$ cat src/rtl/norm_phase_seq.sv
// Normal-mode sequencer: round-robin green phases with all-red clearance,
// demand-based lane skipping and gap-out once the served lane empties.
module norm_phase_seq #(
    parameter int GREEN_CYC = 20,
    parameter int MIN_GREEN = 5,
    parameter int CLEAR_CYC = 3,
    parameter int CNT_W     = 8
) (
    input  logic       clk,
    input  logic       rst_n,
    input  logic       norm_op_en,
    input  logic       norm_counter_en,
    input  logic       car_present_0,
    input  logic       car_present_1,
    input  logic       car_present_2,
    input  logic       car_present_3,
    output logic       allow_0_norm,
    output logic       allow_1_norm,
    output logic       allow_2_norm,
    output logic       allow_3_norm,
    output logic [1:0] phase_idx,
    output logic       phase_done
);

    localparam logic [CNT_W-1:0] GREEN_LAST = CNT_W'(GREEN_CYC - 1);
    localparam logic [CNT_W-1:0] MIN_LAST   = CNT_W'(MIN_GREEN - 1);
    localparam logic [CNT_W-1:0] CLEAR_LAST = CNT_W'(CLEAR_CYC - 1);

    typedef enum logic [1:0] {IDLE, GREEN, CLEAR} state_t;

    state_t           state_q, state_d;
    logic [CNT_W-1:0] cnt_q, cnt_d;
    logic [3:0]       allow_q, allow_d;
    logic [1:0]       phase_idx_q, phase_idx_d;
    logic             phase_done_q, phase_done_d;

    logic [3:0] car;
    logic [1:0] sel;
    logic       green_end;
    logic       clear_end;

    assign car = {car_present_3, car_present_2, car_present_1, car_present_0};

    // Walk the offsets from farthest to nearest so the nearest demanding lane
    // after phase_idx wins; with no demand the +1 default falls out naturally.
    always_comb begin
        sel = phase_idx_q + 2'd1;
        for (int k = 4; k >= 1; k--) begin
            if (car[phase_idx_q + 2'(k)]) sel = phase_idx_q + 2'(k);
        end
    end

    assign green_end = (cnt_q == GREEN_LAST) ||
                       (!car[phase_idx_q] && (cnt_q >= MIN_LAST));
    assign clear_end = (cnt_q == CLEAR_LAST);

    // State register
    always_ff @(posedge clk or negedge rst_n) begin
        if (!rst_n) state_q <= IDLE;
        else        state_q <= state_d;
    end

    // Next-state logic
    always_comb begin
        state_d = state_q;
        if (!norm_op_en) begin
            state_d = IDLE;
        end else begin
            case (state_q)
                IDLE:    state_d = GREEN;
                GREEN:   if (norm_counter_en && green_end) state_d = CLEAR;
                CLEAR:   if (norm_counter_en && clear_end) state_d = GREEN;
                default: state_d = IDLE;
            endcase
        end
    end

    // Registered datapath and outputs
    always_comb begin
        cnt_d        = cnt_q;
        allow_d      = allow_q;
        phase_idx_d  = phase_idx_q;
        phase_done_d = 1'b0;
        if (!norm_op_en) begin
            cnt_d   = '0;
            allow_d = '0;
        end else begin
            case (state_q)
                IDLE: begin
                    phase_idx_d = sel;
                    allow_d     = 4'(1) << sel;
                    cnt_d       = '0;
                end
                GREEN: begin
                    if (norm_counter_en) begin
                        if (green_end) begin
                            cnt_d   = '0;
                            allow_d = '0;
                        end else begin
                            cnt_d = cnt_q + 1'b1;
                        end
                    end
                end
                CLEAR: begin
                    if (norm_counter_en) begin
                        if (clear_end) begin
                            phase_idx_d  = sel;
                            allow_d      = 4'(1) << sel;
                            cnt_d        = '0;
                            phase_done_d = 1'b1;
                        end else begin
                            cnt_d = cnt_q + 1'b1;
                        end
                    end
                end
                default: begin
                    cnt_d   = '0;
                    allow_d = '0;
                end
            endcase
        end
    end

    always_ff @(posedge clk or negedge rst_n) begin
        if (!rst_n) begin
            cnt_q        <= '0;
            allow_q      <= '0;
            phase_idx_q  <= 2'd3;
            phase_done_q <= 1'b0;
        end else begin
            cnt_q        <= cnt_d;
            allow_q      <= allow_d;
            phase_idx_q  <= phase_idx_d;
            phase_done_q <= phase_done_d;
        end
    end

    assign allow_0_norm = allow_q[0];
    assign allow_1_norm = allow_q[1];
    assign allow_2_norm = allow_q[2];
    assign allow_3_norm = allow_q[3];
    assign phase_idx    = phase_idx_q;
    assign phase_done   = phase_done_q;

endmodule

$ cat config.mk
export PLATFORM = sky130hd
export DESIGN_NAME = norm_phase_seq
export DESIGN_NICKNAME = d
export VERILOG_FILES = /design/src/rtl/norm_phase_seq.sv
export SDC_FILE = /design/constraint.sdc
export NUM_CORES = 1
export LEC_CHECK = 0
export CORE_MARGIN = 5
export CORE_UTILIZATION = 51
export DETAILED_ROUTE_END_ITERATION = 12
export PLACE_DENSITY = 0.76
export SYNTH_ARGS = -nofsm -noshare
export SYNTH_HDL_FRONTEND = slang
export SYNTH_SLANG_ARGS = --single-unit
$ cat constraint.sdc
create_clock -name clk -period 2.6 [get_ports clk]
set_input_delay 0.26 -clock clk [delete_from_list [all_inputs] [get_ports clk]]
set_output_delay 0.26 -clock clk [all_outputs]
set_load 0.01 [all_outputs]
=== After elaboration in Yosys (flattened, before gate mapping) ===
Index checks and enable logic that the tools add are counted.

* Add/sub/neg operators: 4
* Magnitude comparators: 5
* Equality and inequality tests: 12
* Shift operators: 1
* Mux-type cells: 35
* Reductions and logical operators: 11

{| class="wikitable"
|+ Operators by type and width
! kind !! count
|-
| 8-bit 2-to-1 mux || 5
|-
| 4-bit 2-to-1 mux || 5
|-
| 2-bit 2-to-1 mux || 9
|-
| 3-bit != test, second input constant || 6
|-
| 8-bit one-hot mux with 2 select lines || 1
|-
| 2-bit by 3-bit < comparator with 1-bit output, second input constant || 4
|-
| 4-bit one-hot mux with 3 select lines || 1
|-
| 8-bit by 1-bit adder with 8-bit output, second input constant || 1
|-
| 1-bit binary-select mux with 2-bit select || 4
|-
| 8-bit by 2-bit == test with 1-bit output, second input constant || 1
|-
| 8-bit by 5-bit == test with 1-bit output, second input constant || 1
|-
| 8-bit by 3-bit >= comparator with 1-bit output, second input constant || 1
|-
| 1-bit 2-to-1 mux || 8
|-
| 4-bit AND reduction || 2
|-
| 2-bit one-hot mux with 3 select lines || 1
|-
| 2-bit adder, second input constant || 2
|-
| 2-bit != test, second input constant || 2
|-
| 2-bit one-hot mux with 2 select lines || 1
|-
| 2-bit AND reduction || 2
|-
| 1-bit by 2-bit << shifter with 4-bit output, first input constant || 1
|-
| 1-bit logical AND || 3
|-
| 2-bit by 1-bit adder with 2-bit output, second input constant || 1
|-
| 2-bit by 1-bit == test with 1-bit output, second input constant || 1
|-
| 2-bit == test, second input constant || 1
|-
| other kinds (4) || 4
|}

* Bits in registers: 17
* Input port bits: 8
* Output and inout port bits: 7
* Logic and storage cells: 73

=== Longest topological paths before layout ===
* Word-level depth: 11
* Gate-level depth with buffers: 9
* Mapped depth without buffers: 7

=== Worst setup path before layout ===
Ideal clock, no wire load.

* Path type: register to register
* Start: register phase_idx_q[0], in the netlist phase_idx[0]
* End: register allow_q[0]
* Setup time: 0.119 ns
* Data arrival time: 1.907 ns
* Data required time: 2.481 ns
* Setup slack: 0.575 ns
* Stages on the path, launching flop included: 7
* Buffers on the path: 1
* Period minus slack after synthesis: 2.025 ns
* Cell sequence: dfstp_2 mux4_2 o41a_4 o32ai_4 buf_6 nor2_1 a21o_2

* Word-level cells in the longest chain between the ends: 11
* Elaborated cells on any way between the ends: 25
* Those cells by class: add/sub: 3; eq/ne: 1; shift: 1; mux: 16; reduce/logical: 4

{| class="wikitable"
|+ Ends and longest elaborated chain
! element !! line !! RTL
|-
| start, declared || 34 || <nowiki>logic [1:0] phase_idx_q, phase_idx_d;</nowiki>
|-
| start signal, assigned || 133 || <nowiki>phase_idx_q <= phase_idx_d;</nowiki>
|-
| 2-bit adder / 1-bit binary-select mux with 2-bit select (equally long branches) || 49, 54 ||
|-
| 1-bit binary-select mux with 2-bit select / 1-bit 2-to-1 mux (equally long branches) || 49, 54 ||
|-
| 1-bit 2-to-1 mux (not written as such) / 2-bit 2-to-1 mux (equally long branches) || 49 || <nowiki>if (car[phase_idx_q + 2'(k)]) sel = phase_idx_q + 2'(k);</nowiki>
|-
| 2-bit 2-to-1 mux (3 in series) || 49 ||
|-
| 1-bit by 2-bit << shifter with 4-bit output || 91, 108 ||
|-
| 4-bit 2-to-1 mux || 106 || <nowiki>if (clear_end) begin</nowiki>
|-
| 4-bit 2-to-1 mux || 105 || <nowiki>if (norm_counter_en) begin</nowiki>
|-
| 4-bit one-hot mux with 3 select lines || 88 || <nowiki>case (state_q)</nowiki>
|-
| 4-bit 2-to-1 mux || 84 || <nowiki>if (!norm_op_en) begin</nowiki>
|-
| end signal, assigned || 132 || <nowiki>allow_q <= allow_d;</nowiki>
|-
| end, declared || 33 || <nowiki>logic [3:0] allow_q, allow_d;</nowiki>
|}

Several ways; a longest one is shown, not always the timed one. The select of a mux whose other input is x is not followed.
A chain may end at the register's enable or synchronous reset.

=== Final worst setup path ===
* Start: register cnt_q[0]
* End: register phase_idx_q[0], in the netlist phase_idx[0]

* Word-level cells in the longest chain between the ends: 3

{| class="wikitable"
|+ Ends and longest elaborated chain
! element !! line !! RTL
|-
| start, declared || 32 || <nowiki>logic [CNT_W-1:0] cnt_q, cnt_d;</nowiki>
|-
| start signal, assigned || 131 || <nowiki>cnt_q <= cnt_d;</nowiki>
|-
| 8-bit by 2-bit == test with 1-bit output || 55 || <nowiki>assign clear_end = (cnt_q == CLEAR_LAST);</nowiki>
|-
| 2-bit != test (no line) || - ||
|-
| 4-bit AND reduction (no line) || - ||
|}

No other way between the ends.

==> flow_summary.yaml <==
run_status:
  outcome: "finished clean"
synthesis:
  yosysTopAreaCell: "dfrtp_1"
  ys_seq_elements: 17
  ys_warn_count: 0
  syn-cell-area_um2: 1180
  synth_common_cells: "nand2_1, dfrtp_1, inv_1, o21ai_0, nand3_1"
  synth_top_area_share: 0.317
  synth_edf_count: 0
  ys_seq_area_frac: 0.362
  avgSynthCellArea_um2: 9.25
  ys_async_sr_fraction: 1.00
  ys.flop_type: "dfrtp_1"
  yosysMostFrequentCell: "nand2_1"
  synth_fp_nets: 143
  synth_area_leaders: "dfrtp_1, ha_1, nand2_1"
  syn_inst: 128
  ys_types: 47
timing:
  fin_crit_ps: 2190
  setup_violations: 0
  rsz0062_at_grt: "no"
  final-max-slew-violation-count: 0
  hold_viol: 0
  relSlewSlack: 0.495
  worst_pin_slew_ps: 755
  finalClockSkew_ps: 7.55
  fmax_mhz: 456
  fin_crit_sh: 0.844
  setup-tns-final_ps: 0
layout:
  syn2layout_area_growth_pct: 15.5
  stdcell_count: 170
  fin_util: 0.618
  drive_above_1_share: 0.134
  nets: 158
  num_antenna_cells: 0
min_path:
  worst_hold_path_type: "primary input to asynchronous set/reset pin"
worst_setup_path:
  cp.arrival_ps: 2430
  path_max_fanout: 5
  critPathTopFamily: "simple AND/OR/NAND/NOR gates"
  worstSetupEndpointType: "flip-flop"
  cpPeakStageDelay_ps: 440
  crit_chain: "inv_1, ha_1, nor4b_1, and2_1, nand3_1, a21boi_0, mux2_2"
  worst-setup-path-type: "flip-flop to flip-flop"
  slowest_stage: "nor4b_1"
  critical_path_buf_inv_count: 1
  worstPathRequired_ps: 2830
  critical_path.startpoint_type: "flip-flop"
cts:
  root_buffer: "clkbuf_4"
  cts_setup_buffers: 0
  clk_path_buf_depth: 2
  numCtsBuffers: 3
  hold_buffers: 0
  path_clk_slew_ps: 110
  clock-sinks: 17
  ctsResizeCount: 0
  cts_tree: "done"
  htreeDepth: 1
  clk_latency_ps: 290
floorplan:
  core_um2: 2210
  io_pins: 15
  die-height_um: 58.2
  rows: 17
  initial_core_util: 0.535
  dieArea_um2: 3380
  die_w_um: 58.2
pwr:
  cellLeakagePower_nw: 0.547
  power_w: 0.00107
  clock_power_share: 0.136
  p_sw_frac: 0.392
  seq_power_share: 0.365
  switchingPower_w: 0.000419
  power.internal_w: 0.000649
  ir_worst_vdd_uv: 596
  p_comb_frac: 0.499
  p_per_area_nw_per_um2: 781
detailed_routing:
  drcViolationCount: 0
  final_antenna_net_count: 0
  via_per_inst: 5.73
  drt_iter0_drc: 19
  routedWlPerCell_um: 13.8
  drt_first_pass_iters: 4
  postRouteWirelength_um: 2350
  vias: 974
place:
  gp_congestion: 0.771
  port_buffers: 14
  dp_hpwl_um: 1850
  dp.cells: 166
grt:
  grt_max_degree: 18
  first_global_vias: 962
  grt_antenna_before_repair: 0
  grt_remaining_overflow: 0
  gr-usage-all-layers: 0.158
  grt_pass1_wl_um: 4220
run:
  maxCapViolations: 0
path summary, 6_finish.rpt:
kind | from | endpoint | slack, ps | cells after the start
min in group clk | cnt_q[0] | cnt_q[0] | 550 | 1
hold / removal | rst_n | cnt_q[4] | 400 | 1
hold reg to reg | cnt_q[0] | cnt_q[0] | 550 | 1
setup / recovery | cnt_q[0] | phase_idx[0] | 410 | 7
max in group asynchronous | rst_n | state_q[1] | 1730 | 1
setup reg to reg | cnt_q[0] | phase_idx[0] | 410 | 7
sequential cells by signal, indices dropped and copies added, names as in the netlist:
signal and count:
phase_done 1, phase_idx 2, state_q 2, cnt_q 8
allow_q 4
placed cells by master, fill, tap and decap left out, types with 2 or more instances in the layout:
master,Yosys,layout
a21oi_1,4,4
and2_1,2,2
clkbuf_4,0,3
clkdlybuf4s50_1,0,14
dfrtp_1,15,15
dfstp_2,2,2
ha_1,7,7
inv_1,13,13
mux2_2,2,2
nand2_1,16,16
nand3_1,8,8
nor2_1,6,6
nor3_1,3,3
o21ai_0,9,9
o32ai_1,2,2
or4_1,3,3
metal layers:
layer,global-route usage,part of all wire
met1,0.195,0.45
met2,0.279,0.52
met4,0.0497,0.0068
met3,0.0267,0.026
met5,0,0
stage by stage:
stage	instance area (µm²)	hold slack [ps]	setup slack (ps)
floorplan	1180	-35.6	575
global placement	1340	535	367
detailed placement	1340	531	294
CTS	1370	443	421
global route	1370	484	232
finish	1370	399	406
worst reg2reg max path, cell delays in order (launching register included):
cell and delay, ps:
dfrtp_1 430, inv_1 100, ha_1 150, nor4b_1 440, and2_1 220, nand3_1 70
a21boi_0 340, mux2_2 390
final cells by class:
type | instances | area (µm²)
clock buffer | 3 | 22.5
clock inverter | 1 | 5.00
fill | 192 | 845
inverter | 13 | 48.8
multi-input combinational | 93 | 681
sequential | 17 | 428
tap | 28 | 35.0
timing repair buffer | 15 | 148
power groups by stage:
stage,clock (W),combinational [W],sequential [W]
floorplan,0,0.000387,0.000391
detailed placement,0,0.000531,0.000394
global placement,0,0.000512,0.000390
finish,0.000145,0.000532,0.000390
CTS,0.000149,0.000535,0.000389
global route,0.000167,0.000582,0.000400
cells by family after synthesis:
logic type               count (synthesis)  share of synthesized area
AND/OR/NAND/NOR                         49                      0.230
adder cells (fa/ha/maj)                  7                     0.0740
multiplexers                             4                     0.0465
AO/OA/AOI/OAI                           31                      0.209
flip-flops                              17                      0.362
XOR/XNOR                                 2                     0.0148
buffers and inverters                   18                     0.0634
Note: power is estimated with default switching activity, not from simulation.
